## src/rtl/fetch_stage.sv

```systemverilog
`timescale 1ns/1ps
// fetch_stage: PC register, instruction-memory request/response handshake,
// small fetch queue and IF/ID pipeline register feeding decode.
// Ports:
//   i_clk, i_rst_n                    clock, async active-low reset
//   i_stall_pc, i_stall_IF            hazard-unit stalls (PC / IF-ID register)
//   i_flush_IF, i_br_target           branch redirect and its target
//   o_imem_req_vld, o_imem_addr       fetch request (combinational)
//   i_imem_req_rdy                    memory accepts request
//   i_imem_rsp_vld, i_imem_rsp_data   in-order fetch response
//   o_instr_ID, o_pc_ID, o_valid_ID   IF/ID register contents
module fetch_stage #(
   parameter logic [31:0] RESET_PC   = 32'h0000_0000,
   parameter int unsigned FIFO_DEPTH = 2,
   parameter logic [31:0] NOP_INSTR  = 32'h0000_0013
) (
   input  logic        i_clk,
   input  logic        i_rst_n,
   input  logic        i_stall_pc,
   input  logic        i_stall_IF,
   input  logic        i_flush_IF,
   input  logic [31:0] i_br_target,
   output logic        o_imem_req_vld,
   output logic [31:0] o_imem_addr,
   input  logic        i_imem_req_rdy,
   input  logic        i_imem_rsp_vld,
   input  logic [31:0] i_imem_rsp_data,
   output logic [31:0] o_instr_ID,
   output logic [31:0] o_pc_ID,
   output logic        o_valid_ID
);

   localparam int unsigned PTR_W = (FIFO_DEPTH > 1) ? $clog2(FIFO_DEPTH) : 1;
   localparam int unsigned CNT_W = $clog2(FIFO_DEPTH + 1);
   localparam int unsigned SUM_W = CNT_W + 1;
   localparam logic [PTR_W-1:0] PTR_LAST = PTR_W'(FIFO_DEPTH - 1);
   localparam logic [31:0] RESET_PC_AL = {RESET_PC[31:2], 2'b00};

   typedef struct packed {
      logic [31:0] instr;
      logic [31:0] pc;
   } fq_entry_t;

   logic [31:0]      pc;
   logic [CNT_W-1:0] outstanding;
   logic [CNT_W-1:0] outstanding_nxt;
   logic [CNT_W-1:0] drop_cnt;
   logic [CNT_W-1:0] q_count;
   logic [PTR_W-1:0] q_head, q_tail;
   logic [PTR_W-1:0] pcf_head, pcf_tail;
   fq_entry_t        q_mem [FIFO_DEPTH];
   logic [31:0]      pcf_mem [FIFO_DEPTH];
   fq_entry_t        q_head_entry;
   logic [31:0]      rsp_pc;

   logic credit_ok, accept, rsp_ok, rsp_keep, id_load, q_empty, q_pop, q_push, bypass;
   logic unused_tgt_bits;

   function automatic logic [PTR_W-1:0] ptr_inc(input logic [PTR_W-1:0] p);
      ptr_inc = (p == PTR_LAST) ? '0 : p + PTR_W'(1);
   endfunction

   assign unused_tgt_bits = ^i_br_target[1:0];

   // Handshake and queue control; requests are credit-limited so the queue never overflows
   always_comb begin
      credit_ok       = (SUM_W'(outstanding) + SUM_W'(q_count)) < SUM_W'(FIFO_DEPTH);
      o_imem_req_vld  = i_rst_n & ~i_stall_pc & ~i_flush_IF & credit_ok;
      o_imem_addr     = pc;
      accept          = o_imem_req_vld & i_imem_req_rdy;
      // A response with nothing outstanding is a protocol error and is ignored
      rsp_ok          = i_imem_rsp_vld & (outstanding != '0);
      rsp_keep        = rsp_ok & (drop_cnt == '0) & ~i_flush_IF;
      id_load         = ~i_flush_IF & ~i_stall_IF;
      q_empty         = (q_count == '0);
      q_pop           = id_load & ~q_empty;
      bypass          = id_load & q_empty & rsp_keep;
      q_push          = rsp_keep & ~bypass;
      outstanding_nxt = outstanding + CNT_W'(accept) - CNT_W'(rsp_ok);
      q_head_entry    = q_mem[q_head];
      rsp_pc          = pcf_mem[pcf_head];
   end

   // PC, credit counters and pointers
   always_ff @(posedge i_clk or negedge i_rst_n) begin
      if (!i_rst_n) begin
         pc          <= RESET_PC_AL;
         outstanding <= '0;
         drop_cnt    <= '0;
         pcf_head    <= '0;
         pcf_tail    <= '0;
         q_head      <= '0;
         q_tail      <= '0;
         q_count     <= '0;
      end else begin
         if (i_flush_IF)  pc <= {i_br_target[31:2], 2'b00};
         else if (accept) pc <= pc + 32'd4;

         outstanding <= outstanding_nxt;

         // Everything still in flight after a flush belongs to the wrong path
         if (i_flush_IF)                     drop_cnt <= outstanding_nxt;
         else if (rsp_ok && drop_cnt != '0) drop_cnt <= drop_cnt - CNT_W'(1);

         // Return-order PC FIFO: one entry per outstanding request, dropped or not
         if (accept) pcf_tail <= ptr_inc(pcf_tail);
         if (rsp_ok) pcf_head <= ptr_inc(pcf_head);

         if (i_flush_IF) begin
            q_head  <= '0;
            q_tail  <= '0;
            q_count <= '0;
         end else begin
            if (q_push) q_tail <= ptr_inc(q_tail);
            if (q_pop)  q_head <= ptr_inc(q_head);
            q_count <= q_count + CNT_W'(q_push) - CNT_W'(q_pop);
         end
      end
   end

   // Storage arrays (contents qualified by pointers/counts, no reset needed)
   always_ff @(posedge i_clk) begin
      if (accept) pcf_mem[pcf_tail] <= pc;
      if (q_push) q_mem[q_tail]     <= {i_imem_rsp_data, rsp_pc};
   end

   // IF/ID register: flush > stall > queue head > bypassed response > bubble
   always_ff @(posedge i_clk or negedge i_rst_n) begin
      if (!i_rst_n) begin
         o_valid_ID <= 1'b0;
         o_instr_ID <= NOP_INSTR;
         o_pc_ID    <= '0;
      end else if (i_flush_IF) begin
         o_valid_ID <= 1'b0;
         o_instr_ID <= NOP_INSTR;
      end else if (!i_stall_IF) begin
         if (q_pop) begin
            o_valid_ID <= 1'b1;
            o_instr_ID <= q_head_entry.instr;
            o_pc_ID    <= q_head_entry.pc;
         end else if (bypass) begin
            o_valid_ID <= 1'b1;
            o_instr_ID <= i_imem_rsp_data;
            o_pc_ID    <= rsp_pc;
         end else begin
            o_valid_ID <= 1'b0;
            o_instr_ID <= NOP_INSTR;
         end
      end
   end

endmodule
```

## config.mk

```make
export PLATFORM = sky130hd
export DESIGN_NAME = fetch_stage
export DESIGN_NICKNAME = d
export VERILOG_FILES = /design/src/rtl/fetch_stage.sv
export SDC_FILE = /design/constraint.sdc
export NUM_CORES = 1
export LEC_CHECK = 0
export CAP_MARGIN = 20
export CORE_MARGIN = 2
export CORE_UTILIZATION = 59
export CTS_CLUSTER_SIZE = 20
export DETAILED_ROUTE_END_ITERATION = 6
export HOLD_SLACK_MARGIN = 0.1
export PLACE_DENSITY = 0.86
export SLEW_MARGIN = 20
export SYNTH_ARGS = -nofsm -noshare
export SYNTH_HDL_FRONTEND = slang
export SYNTH_SLANG_ARGS = --single-unit
```

## constraint.sdc

```tcl
create_clock -name i_clk -period 9.1 [get_ports i_clk]
set_input_delay 1.82 -clock i_clk [delete_from_list [all_inputs] [get_ports i_clk]]
set_output_delay 1.82 -clock i_clk [all_outputs]
set_load 0.01 [all_outputs]
```

==> metrics, run 1 <==
status finished, final reports clean; multi-input logic area 3350 sq um; Achievable Freq 0.195 GHz; post-synthesis register bit count 287; Relative slew margins 0.427; synthesized area 11800 sq um; ys flop type edfxtp_1; layout cell share with drive strength beyond 1 0.145; total CTS buffers 29; HP Class reg2reg; Clock Skew 9.92 ps; cts hold-fix bufs 0; endpoints failing setup 0; layout filler cell count 1259; final net count 1039; total number of vias 7413; antenna violations before repair 0; post-route cell area 14500 sq um; EDFF count, synth 184; Seq. cell area 8110 sq um; TritonCTS clock tree built; asr flop ratio synth 0.359; routed wire length 25900 microns; Residual DRC 0; fin. max-slew vios 0; Post-Place Cells 1195; fin worst setup slack 3980 ps; Synth warnings 0; CTS Sinks 287; WP data required 7280 ps; GP Congestion 0.849; first-pass GRT wire length 41300 microns; count of different cell masters after synthesis 55; Seq/Total Area, Yosys 0.689; minimum clock period 5120 ps; syn avg cell area 14.6 sq um; Power Density 246 nW/um^2; Final Power 3.57 mW; final-report hold violation count 0; WS Path Type in2out; Inserted Diodes 0; Post-Route M1 WL 10700 microns; Chip Height 145 microns; total gr overflow 0; Crit path arrival time 3300 ps; setup TNS 0 ps; Buffers on Ports 162; placement-stage cell area 13500 sq um; Top Ports 169; top sig layer met4; CP Max Fanout 51; Vias/cell 5.94; crit start category input port; core region area 19500 sq um; Non-Filler Instances 1248; H-Tree Depth 1; met3 WL 1900 microns; average routed wire per standard cell 20.7 microns; vias in the first global route 7606; peak supply drop 0.147 mV; met2 wire length 12600 microns; CTS max path bufs 3; Initial Utilization 0.602; worst slack at placement 4020 ps; Syn-to-layout area delta 23.2%; post_cts resized 0; Initial DRC Count 631; Die X 145 microns; Leakage 5.27 nW; Slew @ Worst Pin 859 ps; postcts setup bufs 0; Max Cap Viol 0; Final period util 0.562; Mapped Cells 803; GRT Overall Usage 0.246; full die area 21100 sq um; Crit. End Element output port; ANT nets after route 0; post-DP HPWL 16100 microns; Clock Latency Late Sink 530 ps; First-pass DRT Iterations 7; clock-pin slew on the worst setup and hold paths 60 ps; largest net degree at the start of global routing 72; FP Rows 51; CTS root buf clkbuf_16; commonest non-fill, non-tap cell in the layout edfxtp_1; most frequent cells in the layout edfxtp_1, clkdlybuf4s50_1, dfrtp_1; RSZ-0062 raised after global routing false
power by group:
part / leakage (nW) / switching (mW) / internal (mW)
registers: 2.97 / 0.108 / 1.56
clock network: 0.461 / 0.471 / 0.679
logic: 1.84 / 0.350 / 0.399
total: 5.27 / 0.929 / 2.64
Yosys cell counts, types with 3 or more instances:
cell | number | area [sq um]
or3_1 | 3 | 18.8
edfxtp_1 | 184 | 5530
nor3_1 | 3 | 15.0
a22oi_1 | 3 | 22.5
o22ai_1 | 3 | 18.8
mux2i_1 | 60 | 601
ha_1 | 6 | 75.1
dfrtp_1 | 100 | 2500
nand4_1 | 12 | 75.1
a21oi_1 | 8 | 40.0
mux2_2 | 64 | 721
a221o_1 | 32 | 320
nand3_1 | 11 | 55.1
and3_1 | 3 | 18.8
a31oi_1 | 5 | 31.3
clkbuf_1 | 14 | 52.6
and2_1 | 4 | 25.0
buf_6 | 4 | 45.0
o21ai_1 | 10 | 50.1
xor2_1 | 4 | 35.0
nor4_1 | 5 | 31.3
xnor2_1 | 9 | 78.8
nor2_1 | 49 | 184
o311ai_1 | 4 | 35.0
o311ai_0 | 6 | 52.6
dfstp_2 | 3 | 78.8
nand2_1 | 71 | 267
buf_1 | 11 | 41.3
buf_4 | 6 | 45.0
inv_1 | 14 | 52.6
o211ai_1 | 9 | 67.6
buf_2 | 12 | 60.1
o21ai_0 | 43 | 215
worst max-delay path, cell delays in order:
cell             delay (ps)
buf_2                   100
buf_4                   290
nor4_2                  340
and2_1                  170
clkdlybuf4s50_1         540
metrics by stage:
step / utilization / hold slack [ps]
after global routing: 0.742 / 528
after global placement: 0.694 / 474
after floorplan: - / 460
after CTS: 0.742 / 502
final: 0.742 / 500
after detailed placement: 0.694 / 484
worst paths after layout:
path | from | to | slack, ps | cells after the start
min in group asynchronous | i_rst_n | o_pc_ID[20]$_DFFE_PN0P_ | 1290 | 1
worst min-delay path | o_valid_ID$_DFFE_PN0P_ | o_valid_ID$_DFFE_PN0P_ | 500 | 2
worst min register to register | o_valid_ID$_DFFE_PN0P_ | o_valid_ID$_DFFE_PN0P_ | 500 | 2
worst max-delay path | i_flush_IF | o_imem_req_vld | 3980 | 5
max in group asynchronous | i_rst_n | q_head$_DFFE_PN0P_ | 6430 | 2
worst max register to register | outstanding[0]$_DFF_PN0_ | drop_cnt[1]$_DFFE_PN0P_ | 5340 | 12
registers in the layout (all words and copies together) (netlist names):
| name | flops |
|---|---|
| pcf_mem | 60 |
| pcf_head | 1 |
| q_mem | 124 |
| pcf_tail | 1 |
| outstanding | 2 |
| q_count | 2 |
| o_pc_ID | 30 |
| q_head | 1 |
| o_valid_ID | 1 |
| o_imem_addr | 30 |
| q_tail | 1 |
| drop_cnt | 2 |
| o_instr_ID | 32 |
logic make-up after synthesis:
kind of cell    count (synthesis)  synth area share
compound gates                133            0.0800
buf+inv                        64            0.0279
xor+xnor                       13           0.00968
mux                           124             0.112
other cells                     1          0.000319
flops                         287             0.689
simple gates                  174            0.0722
fa+ha+maj                       7           0.00809
routing by layer:
metal	global-route usage	up-vias
li1	-	3346
met1	0.331	3688
met2	0.412	328
met3	0.0478	51
met4	0.0735	0
met5	0	-
final cells by class:
type,instances,share of cell area
Clock buffer,45,0.0598
Clock inverter,8,0.00467
Inverter,15,0.00389
Multi-Input combinational cell,455,0.232
Sequential cell,287,0.560
Tap cell,265,0.0229
Timing Repair Buffer,173,0.117
Power figures use the tool's default switching activity.
==> inputs of run 2 (changes only) <==
- CORE_UTILIZATION: 59 -> 54
- PLACE_DENSITY: 0.86 -> 0.79
- clock period: 9.1 -> 5.29 ns (I/O delays scaled with it)
==> metrics, run 2 (synthesis results as in run 1) <==
status finished, final reports clean; setup TNS 0 ps (unchanged); average routed wire per standard cell 20.5 microns (-1.1%); Residual DRC 0 (unchanged); RSZ-0062 raised after global routing false; post-route cell area 14500 sq um (+0.41%); core region area 21200 sq um (+8.7%); Final period util 0.708; Post-Place Cells 1207 (+1.0%); CTS Sinks 287 (unchanged); Critical Path Most Common Cell and2_1; total gr overflow 0 (unchanged); total number of vias 7374 (-0.53%); Power Density 419 nW/um^2 (+70%); Inserted Diodes 0 (unchanged); Crit path arrival time 2690 ps (-610 ps); CP Max Fanout 4 (-92%); Max Cap Viol 0 (unchanged); CTS max path bufs 3 (unchanged); First-pass DRT Iterations 5 (-2); Chip Height 152 microns (+4.4%); post-DP HPWL 16000 microns (-0.53%); Util after Layout 0.685 (-0.0564); FP Rows 53 (+3.9%); crit start category register; clock-pin slew on the worst setup and hold paths 60 ps (about the same); total CTS buffers 29 (unchanged); Vias/cell 5.84 (-1.6%); TritonCTS clock tree built; biggest regs q_mem (124), pcf_mem (60), o_instr_ID (32); first-pass GRT wire length 40300 microns (-2.3%); Relative slew margins 0.326 (-0.101); Leakage 5.28 nW (+0.10%); routed wire length 25900 microns (about the same); WS Path Type reg2out; GP Congestion 0.824 (-2.9%); cts hold-fix bufs 0 (unchanged); Achievable Freq 0.267 GHz; postcts setup bufs 0 (unchanged); max FFs per register 124 (unchanged); final net count 1042 (+0.29%); Die X 152 microns (+4.4%); largest net degree at the start of global routing 65 (-9.7%); CP Buf/Inv Count 1 (-2); antenna violations before repair 0 (unchanged); Buffers on Ports 162 (unchanged); fin. max-slew vios 0 (unchanged); final-report hold violation count 0 (unchanged); CP top delay family simple AND/OR/NAND/NOR gates; H-Tree Depth 1 (unchanged); full die area 23000 sq um (+9.0%); Crit. End Element output port; Syn-to-layout area delta 23.7%; Slowest-stage cell, CP clkdlybuf4s50_1; peak supply drop 0.269 mV (+84%); placement-stage cell area 13600 sq um (+0.49%); Clock Skew 11.4 ps (+1.52 ps); post_cts resized 0 (unchanged); Largest Register q_mem; GRT Overall Usage 0.228 (-0.0182); most frequent cells in the layout edfxtp_1, clkdlybuf4s50_1, dfrtp_1; Initial DRC Count 567 (-10%); endpoints failing setup 0 (unchanged); ANT nets after route 0 (unchanged); Non-Filler Instances 1262 (+1.1%); layout cell share with drive strength beyond 1 0.146 (+0.000424); minimum clock period 3750 ps; vias in the first global route 7509 (-1.3%); crit path cell chain and2_1, fa_1, nor4_2, and2_1, clkdlybuf4s50_1; Initial Utilization 0.554 (-0.0481); WP data required 4230 ps (-3050 ps); CTS root buf clkbuf_16; Top Ports 169 (unchanged); Clock Latency Late Sink 540 ps (about the same); HP Class in2async; Slew @ Worst Pin 1010 ps (+152 ps); CP peak stage delay 540 ps (about the same); commonest non-fill, non-tap cell in the layout edfxtp_1
## run 2: worst paths after layout
check	start	endpoint	cells after the start	slack (ps)
max	q_count[0]$_DFF_PN0_	o_imem_req_vld	5	1540
min	i_rst_n	o_imem_addr[27]$_DFFE_PN0P_	1	450
max reg2reg	q_count[0]$_DFF_PN0_	drop_cnt[1]$_DFFE_PN0P_	13	2000
min reg2reg	o_valid_ID$_DFFE_PN0P_	o_valid_ID$_DFFE_PN0P_	2	500
max in group asynchronous	i_rst_n	o_instr_ID[25]$_DFFE_PN0P_	3	3330
min in group i_clk	o_valid_ID$_DFFE_PN0P_	o_valid_ID$_DFFE_PN0P_	2	500
## run 2: where the power goes
group | switching (mW) | total, mW | leakage [nW] | internal, mW
clock network | 0.808 | 1.95 | 0.441 | 1.14
logic | 0.585 | 1.28 | 1.87 | 0.692
registers | 0.191 | 2.87 | 2.97 | 2.68
## run 2: layer usage
layer / GRT usage / vias up / wire length, microns / share of wire
li1: - / 3363 / - / -
met1: 0.310 / 3658 / 10900 / 0.42
met2: 0.384 / 309 / 12600 / 0.49
met3: 0.0353 / 44 / 1780 / 0.069
met4: 0.0667 / 0 / 641 / 0.025
met5: 0 / - / 0 / 0
## run 2: stage by stage
stage / hold WS (ps) / setup WS (ps) / total power [mW]
after floorplan: 460 / 609 / 3.59
after global placement: 476 / 1640 / 4.15
after detailed placement: 487 / 1610 / 4.19
after CTS: 449 / 1500 / 6.14
after global routing: 454 / 1450 / 6.36
final: 445 / 1540 / 6.10
## run 2: worst register-to-register path, cell delays in order, from the launching register on
cell and delay (ps):
dfrtp_1 410, and2_1 170, fa_1 470, nor4_2 380, and3_1 210, buf_4 240, inv_2 280, ha_1 370
inv_1 40, ha_1 180, xnor2_1 170, xnor2_1 160, nand2_1 70, o21ai_0 90
## run 2: layout make-up
type	count	area (sq um)
sequential	287	8110
fill	1485	6680
multi-input combinational	455	3350
timing repair buffer	176	1770
clock buffer	42	795
tap	275	344
clock inverter	12	116
inverter	15	56.3
